[src/rtl/alu_pkg.sv]
// Shared op codes, FSM state encoding and decode helpers for the multi-cycle ALU.
package alu_pkg;

    typedef enum logic [3:0] {
        OP_AND  = 4'b0000,
        OP_OR   = 4'b0001,
        OP_ADD  = 4'b0010,
        OP_XOR  = 4'b0011,
        OP_SUB  = 4'b0110,
        OP_SLT  = 4'b0111,
        OP_SLL  = 4'b1000,
        OP_SRL  = 4'b1001,
        OP_SRA  = 4'b1011,
        OP_MUL  = 4'b1100,
        OP_DIVU = 4'b1101,
        OP_REMU = 4'b1110
    } op_e;

    typedef enum logic [1:0] {
        ST_IDLE = 2'd0,
        ST_BUSY = 2'd1,
        ST_DONE = 2'd2
    } state_e;

    function automatic logic is_multi(input logic [3:0] op);
        return (op == OP_MUL) || (op == OP_DIVU) || (op == OP_REMU);
    endfunction

endpackage

[src/rtl/alu_iter.sv]
// Iterative engine: shift-add multiply and restoring divide, one bit per cycle for WIDTH cycles.
module alu_iter
    import alu_pkg::*;
#(
    parameter int WIDTH = 32
) (
    input  logic             clk,
    input  logic             rst,
    input  logic             start,
    input  logic [3:0]       op,
    input  logic [WIDTH-1:0] a,
    input  logic [WIDTH-1:0] b,
    output logic             done,
    output logic [WIDTH-1:0] value
);

    localparam int CW = $clog2(WIDTH);

    // acc: product accumulator / partial remainder
    // opx: shifted multiplicand / dividend-then-quotient
    // opy: shifted multiplier / divisor
    logic [WIDTH-1:0] acc, opx, opy;
    logic [3:0]       op_r;
    logic             run;
    logic [CW-1:0]    cnt;

    logic             is_div;
    logic [WIDTH-1:0] mul_acc;
    logic [WIDTH:0]   rem_sh;
    logic [WIDTH:0]   diff;
    logic             fits;
    logic [WIDTH-1:0] next_acc, next_x, next_y;

    always_comb begin
        is_div   = (op_r == OP_DIVU) || (op_r == OP_REMU);
        mul_acc  = acc + (opy[0] ? opx : '0);
        rem_sh   = {acc, opx[WIDTH-1]};
        diff     = rem_sh - {1'b0, opy};
        fits     = !diff[WIDTH];
        // A zero divisor always "fits", giving all-ones quotient and remainder = a.
        next_acc = is_div ? (fits ? diff[WIDTH-1:0] : rem_sh[WIDTH-1:0]) : mul_acc;
        next_x   = is_div ? {opx[WIDTH-2:0], fits} : (opx << 1);
        next_y   = is_div ? opy : (opy >> 1);
        done     = run && (cnt == CW'(WIDTH - 1));
        value    = (op_r == OP_DIVU) ? next_x : next_acc;
    end

    always_ff @(posedge clk or posedge rst) begin
        if (rst) begin
            acc  <= '0;
            opx  <= '0;
            opy  <= '0;
            op_r <= '0;
            run  <= 1'b0;
            cnt  <= '0;
        end else if (start) begin
            acc  <= '0;
            opx  <= a;
            opy  <= b;
            op_r <= op;
            run  <= 1'b1;
            cnt  <= '0;
        end else if (run) begin
            acc <= next_acc;
            opx <= next_x;
            opy <= next_y;
            cnt <= cnt + 1'b1;
            if (done)
                run <= 1'b0;
        end
    end

endmodule

[src/rtl/alu_mc.sv]
// Multi-cycle ALU with valid/ready handshake; single-cycle ops inline, MUL/DIVU/REMU iterated.
module alu_mc
    import alu_pkg::*;
#(
    parameter int WIDTH = 32,
    parameter int SHW   = $clog2(WIDTH)
) (
    input  logic             clk,
    input  logic             rst,
    input  logic             in_valid,
    output logic             in_ready,
    input  logic [3:0]       op,
    input  logic [WIDTH-1:0] a,
    input  logic [WIDTH-1:0] b,
    output logic             out_valid,
    input  logic             out_ready,
    output logic [WIDTH-1:0] result,
    output logic             zero,
    output logic             busy
);

    state_e           state, state_nxt;
    logic             accept;
    logic             start;
    logic             iter_done;
    logic [WIDTH-1:0] iter_value;
    logic [WIDTH-1:0] alu_comb;
    logic [SHW-1:0]   sh;

    assign in_ready  = (state == ST_IDLE) || ((state == ST_DONE) && out_ready);
    assign accept    = in_valid && in_ready;
    assign start     = accept && is_multi(op);
    assign out_valid = (state == ST_DONE);
    assign busy      = (state == ST_BUSY);
    assign sh        = b[SHW-1:0];

    always_comb begin
        alu_comb = '0;
        case (op)
            OP_AND:  alu_comb = a & b;
            OP_OR:   alu_comb = a | b;
            OP_XOR:  alu_comb = a ^ b;
            OP_ADD:  alu_comb = a + b;
            OP_SUB:  alu_comb = a - b;
            OP_SLT:  alu_comb = {{(WIDTH-1){1'b0}}, ($signed(a) < $signed(b))};
            OP_SLL:  alu_comb = a << sh;
            OP_SRL:  alu_comb = a >> sh;
            OP_SRA:  alu_comb = $unsigned($signed(a) >>> sh);
            default: alu_comb = '0;
        endcase
    end

    always_comb begin
        state_nxt = state;
        case (state)
            ST_IDLE: if (accept) state_nxt = is_multi(op) ? ST_BUSY : ST_DONE;
            ST_BUSY: if (iter_done) state_nxt = ST_DONE;
            ST_DONE: begin
                if (accept)
                    state_nxt = is_multi(op) ? ST_BUSY : ST_DONE;
                else if (out_ready)
                    state_nxt = ST_IDLE;
            end
            default: state_nxt = ST_IDLE;
        endcase
    end

    always_ff @(posedge clk or posedge rst) begin
        if (rst)
            state <= ST_IDLE;
        else
            state <= state_nxt;
    end

    // Result only moves on a single-cycle accept or iteration completion, so it holds under back-pressure.
    always_ff @(posedge clk or posedge rst) begin
        if (rst) begin
            result <= '0;
            zero   <= 1'b1;
        end else if (accept && !is_multi(op)) begin
            result <= alu_comb;
            zero   <= (alu_comb == '0);
        end else if ((state == ST_BUSY) && iter_done) begin
            result <= iter_value;
            zero   <= (iter_value == '0);
        end
    end

    alu_iter #(.WIDTH(WIDTH)) u_iter (
        .clk   (clk),
        .rst   (rst),
        .start (start),
        .op    (op),
        .a     (a),
        .b     (b),
        .done  (iter_done),
        .value (iter_value)
    );

endmodule

[config.mk]
export PLATFORM = sky130hd
export DESIGN_NAME = alu_mc
export DESIGN_NICKNAME = d
export VERILOG_FILES = /design/src/rtl/alu_pkg.sv /design/src/rtl/alu_iter.sv /design/src/rtl/alu_mc.sv
export SDC_FILE = /design/constraint.sdc
export NUM_CORES = 1
export LEC_CHECK = 0
export BUFFER_PORTS_ARGS = -buffer_cell sky130_fd_sc_hd__clkbuf_2
export CAP_MARGIN = 25
export CORE_ASPECT_RATIO = 0.7
export CORE_MARGIN = 8
export CORE_UTILIZATION = 35
export CTS_CLUSTER_DIAMETER = 30
export CTS_CLUSTER_SIZE = 8
export DETAILED_ROUTE_END_ITERATION = 16
export RECOVER_POWER = 100
export SLEW_MARGIN = 20
export SYNTH_ARGS = -nofsm -noshare
export SYNTH_HDL_FRONTEND = slang
export SYNTH_SLANG_ARGS = --single-unit
export TNS_END_PERCENT = 10
[constraint.sdc]
create_clock -name clk -period 5.8 [get_ports clk]
set_input_delay 0.58 -clock clk [delete_from_list [all_inputs] [get_ports clk]]
set_output_delay 0.58 -clock clk [all_outputs]
set_load 0.005 [all_outputs]
==> qor.txt <==
most instantiated cells after synthesis: 292 x nand2_1, 271 x nor2_1, 225 x a21oi_1, 215 x o21ai_0, 175 x ha_1
worst skew pair latency: 0.46 ns
vias in the first global route: 21040
GRT Util Overall: 27.77%
router iterations before antenna repair: 7
largest net degree at the start of global routing: 157
CTS tree: yes
failing checks: max-capacitance violations, max-slew violations
crit path capture type: register
WP data arrival: 5.81 ns
RSZ-0062 raised after global routing: no
measured slew at the worst slew-check pin: 2.905 ns
fillcell total: 6432
Worst R2R End: zero
Routed WL: 101.1 mm
Max Cap Viol: 5
HP Start: a[12]
slowest cell on the critical path: a21oi_1
Synth Area per Inst: 7.598 um^2
CP peak stage delay: 0.71 ns
Fin Hold WS: 0.3901 ns
DRT antenna net count: 0
FFs w/ async S/R, synth: 100.0%
share of cells above drive strength 1: 11.24%
post_cts resized: 0
I/O Buffers: 107
outcome: finished with violations
Min-Delay Path Depth: 3
Power Dens Cells: 507.4 nW/um^2
post-synthesis net count: 3055
Netlist Area Pre-Place: 21300 um^2
Ys Warns: 0
number of synthesized flops with an enable pin: 0
reg2reg path depth: 16
Fin. Hold Viols: 0
count of cell types in the netlist: 116
root buffer cell: clkbuf_16
clk_skew: 0.01333 ns
r2r setup slk: 0.36 ns
post-CTS setup buffers: 0
Via-to-Cell Ratio: 6.518
initial antenna violation count: 6
hold path endpoint: u_iter.opx[12]
# rows: 75
Starting DRT DRC Count: 3888
Slew HR: -93.67%
die outline height: 222.4 um
Leak: 10.05 nW
routability cong.: 1.075
clk buf depth: 2
top cells by area, synth: dfrtp_1 16%, ha_1 10%, mux2i_1 6.0%
Synth top area share: 16.44%
count leader, synth: nand2_1
Nets: 3041
cell taking the most area after synthesis: dfrtp_1
area of the multi-input gates: 16230 um^2
period utilization: 93.71%
DR WL/cell: 27.99 um
highest clock rate: 0.1840 GHz
Synth-to-Final Area Change: 7.835%
Worst R2R Start: u_iter.opy[0]
Critical Path RT: 6.17 ns
#FFs+latches synth: 141
worst hold path type: input pin to register
Crit Path Class: register to register
H-tree Lvls: 4
crit-path max FO: 18
Die Wd: 310.9 um
total CTS buffers: 17
Sequential cell area: 3530 um^2
first-pass GRT wire length: 146.9 mm
Final Max Tran Viols: 250
routed vias: 23540
Primary FF master, synth: dfrtp_1
hpwl dp: 79.68 mm
crit path cell chain: ha_1, inv_1, fa_1, a211oi_1, o21ai_0, o21a_4, nor3_4, or3_1, nand3_4, buf_4, nand2_1, a21oi_1, a21oi_1, nor4b_4, nand4b_1, o31ai_1
Final setup viols: 0
peak supply drop: 0.3036 mV
Period minus WS final: 5.435 ns
die area: 69140 um^2
Post-Synthesis Cells: 2804
CTS Sinks: 141
GRT Residual Overflow: 0
crit start category: register
Critical Path Most Common Cell: a21oi_1
sequential cell area fraction in the yosys report: 16.57%
clock transition at the registers of the reported paths: 0.08 ns
setup TNS: 0 ns
Starting Density: 35.47%
DRC: 0
core area: 60060 um^2
hold_buf cts: 0
IO Count: 108
worst max path at each step:
stage / depth (start not counted) / start / end / slack [ns]
final: 16 / u_iter.opy[0] / zero / 0.36
after global placement: 15 / a[11] / zero / 0.84
after global routing: 15 / u_iter.opy[0] / zero / 0.29
after detailed placement: 15 / a[6] / zero / 0.81
after CTS: 16 / u_iter.opy[0] / zero / 0.88
after floorplan: 19 / b[1] / zero / 1.18
power breakdown:
group	internal, W	leakage [nW]	total (W)	switching [W]
combinational	0.00305	8.08	0.00854	0.00549
sequential	0.00143	1.68	0.00196	0.000535
clock	0.000614	0.290	0.00116	0.000542
total	0.00509	10.1	0.0117	0.00657
cells by family (layout without fill, tap and decap cells):
kind of cell	count (synthesis)	after routing	share of synthesized area, %
other	0	1	0
multiplexers	214	214	13.26
buffers and inverters	371	370	7.283
AND/OR/NAND/NOR	899	899	19.92
flip-flops	141	141	16.57
adder cells (fa/ha/maj)	179	179	10.65
XOR/XNOR	65	65	2.707
AO/OA/AOI/OAI	935	935	29.61
per-stage QoR:
step           utilization [%]  instance area [um^2]  worst slack (ns)  instances  power (W)
2_1_floorplan                -                 21300             1.182       2804   0.007722
3_3_place_gp             37.41                 22470            0.8447       3576    0.01018
3_5_place_dp             37.43                 22480            0.8111       3577    0.01017
4_1_cts                  38.42                 23070            0.8767       3609    0.01139
5_1_grt                  38.25                 22970            0.2935       3611    0.01240
6_report                 38.25                 22970            0.3646       3612    0.01166
placed cells by master (no fill, tap or decap), drive strengths merged, types with 24 or more instances in the layout:
cell type | netlist | routed
a211oi | 48 | 48
xor2 | 27 | 27
nor2b | 24 | 24
mux2 | 37 | 37
xnor2 | 38 | 38
o211ai | 40 | 40
a21oi | 228 | 228
buf | 71 | 57
nand4 | 32 | 32
clkbuf | 132 | 130
a31oi | 31 | 31
nand3 | 52 | 52
a21o | 34 | 34
inv | 165 | 173
o22ai | 30 | 30
o21ai | 224 | 224
nor3 | 56 | 56
a22oi | 33 | 33
dfrtp | 140 | 140
mux2i | 127 | 127
mux4 | 50 | 50
ha | 175 | 175
and2 | 46 | 46
nor2 | 273 | 273
nand2 | 292 | 292
nand2b | 29 | 29
flip-flops by register name, indices dropped and copies added, names as in the netlist:
| name | flops |
|---|---|
| result | 32 |
| u_iter.cnt | 5 |
| u_iter.acc | 32 |
| u_iter.run | 1 |
| zero | 1 |
| state | 2 |
| u_iter.opy | 32 |
| u_iter.opx | 32 |
| u_iter.op_r | 4 |
per-layer routing:
| metal | track usage [%] | vias to the layer above | share of wire (%) |
|---|---|---|---|
| met3 | 12.32 | 186 | 16 |
| met2 | 33.50 | 1704 | 35 |
| li1 | - | 10360 | - |
| met1 | 42.42 | 11280 | 46 |
| met5 | 0 | - | 0.053 |
| met4 | 7.599 | 10 | 2.9 |
final cells by class:
type,count,share of cell area [%]
Antenna cell,1,0.01089
Multi-Input combinational cell,2292,70.67
Tap cell,808,4.401
Clock buffer,17,1.852
Timing Repair Buffer,170,4.221
Inverter,168,2.750
Clock inverter,15,0.7353
Sequential cell,141,15.36
worst max-delay path: cells and delay by family (launching register included):
| family | cells | cell delay (ns) |
|---|---|---|
| flops | 1 | 0.56 |
| buf+inv | 2 | 0.42 |
| simple gates | 6 | 1.49 |
| compound gates | 6 | 2.16 |
| fa+ha+maj | 2 | 0.70 |
Power figures use the tool's default switching activity.
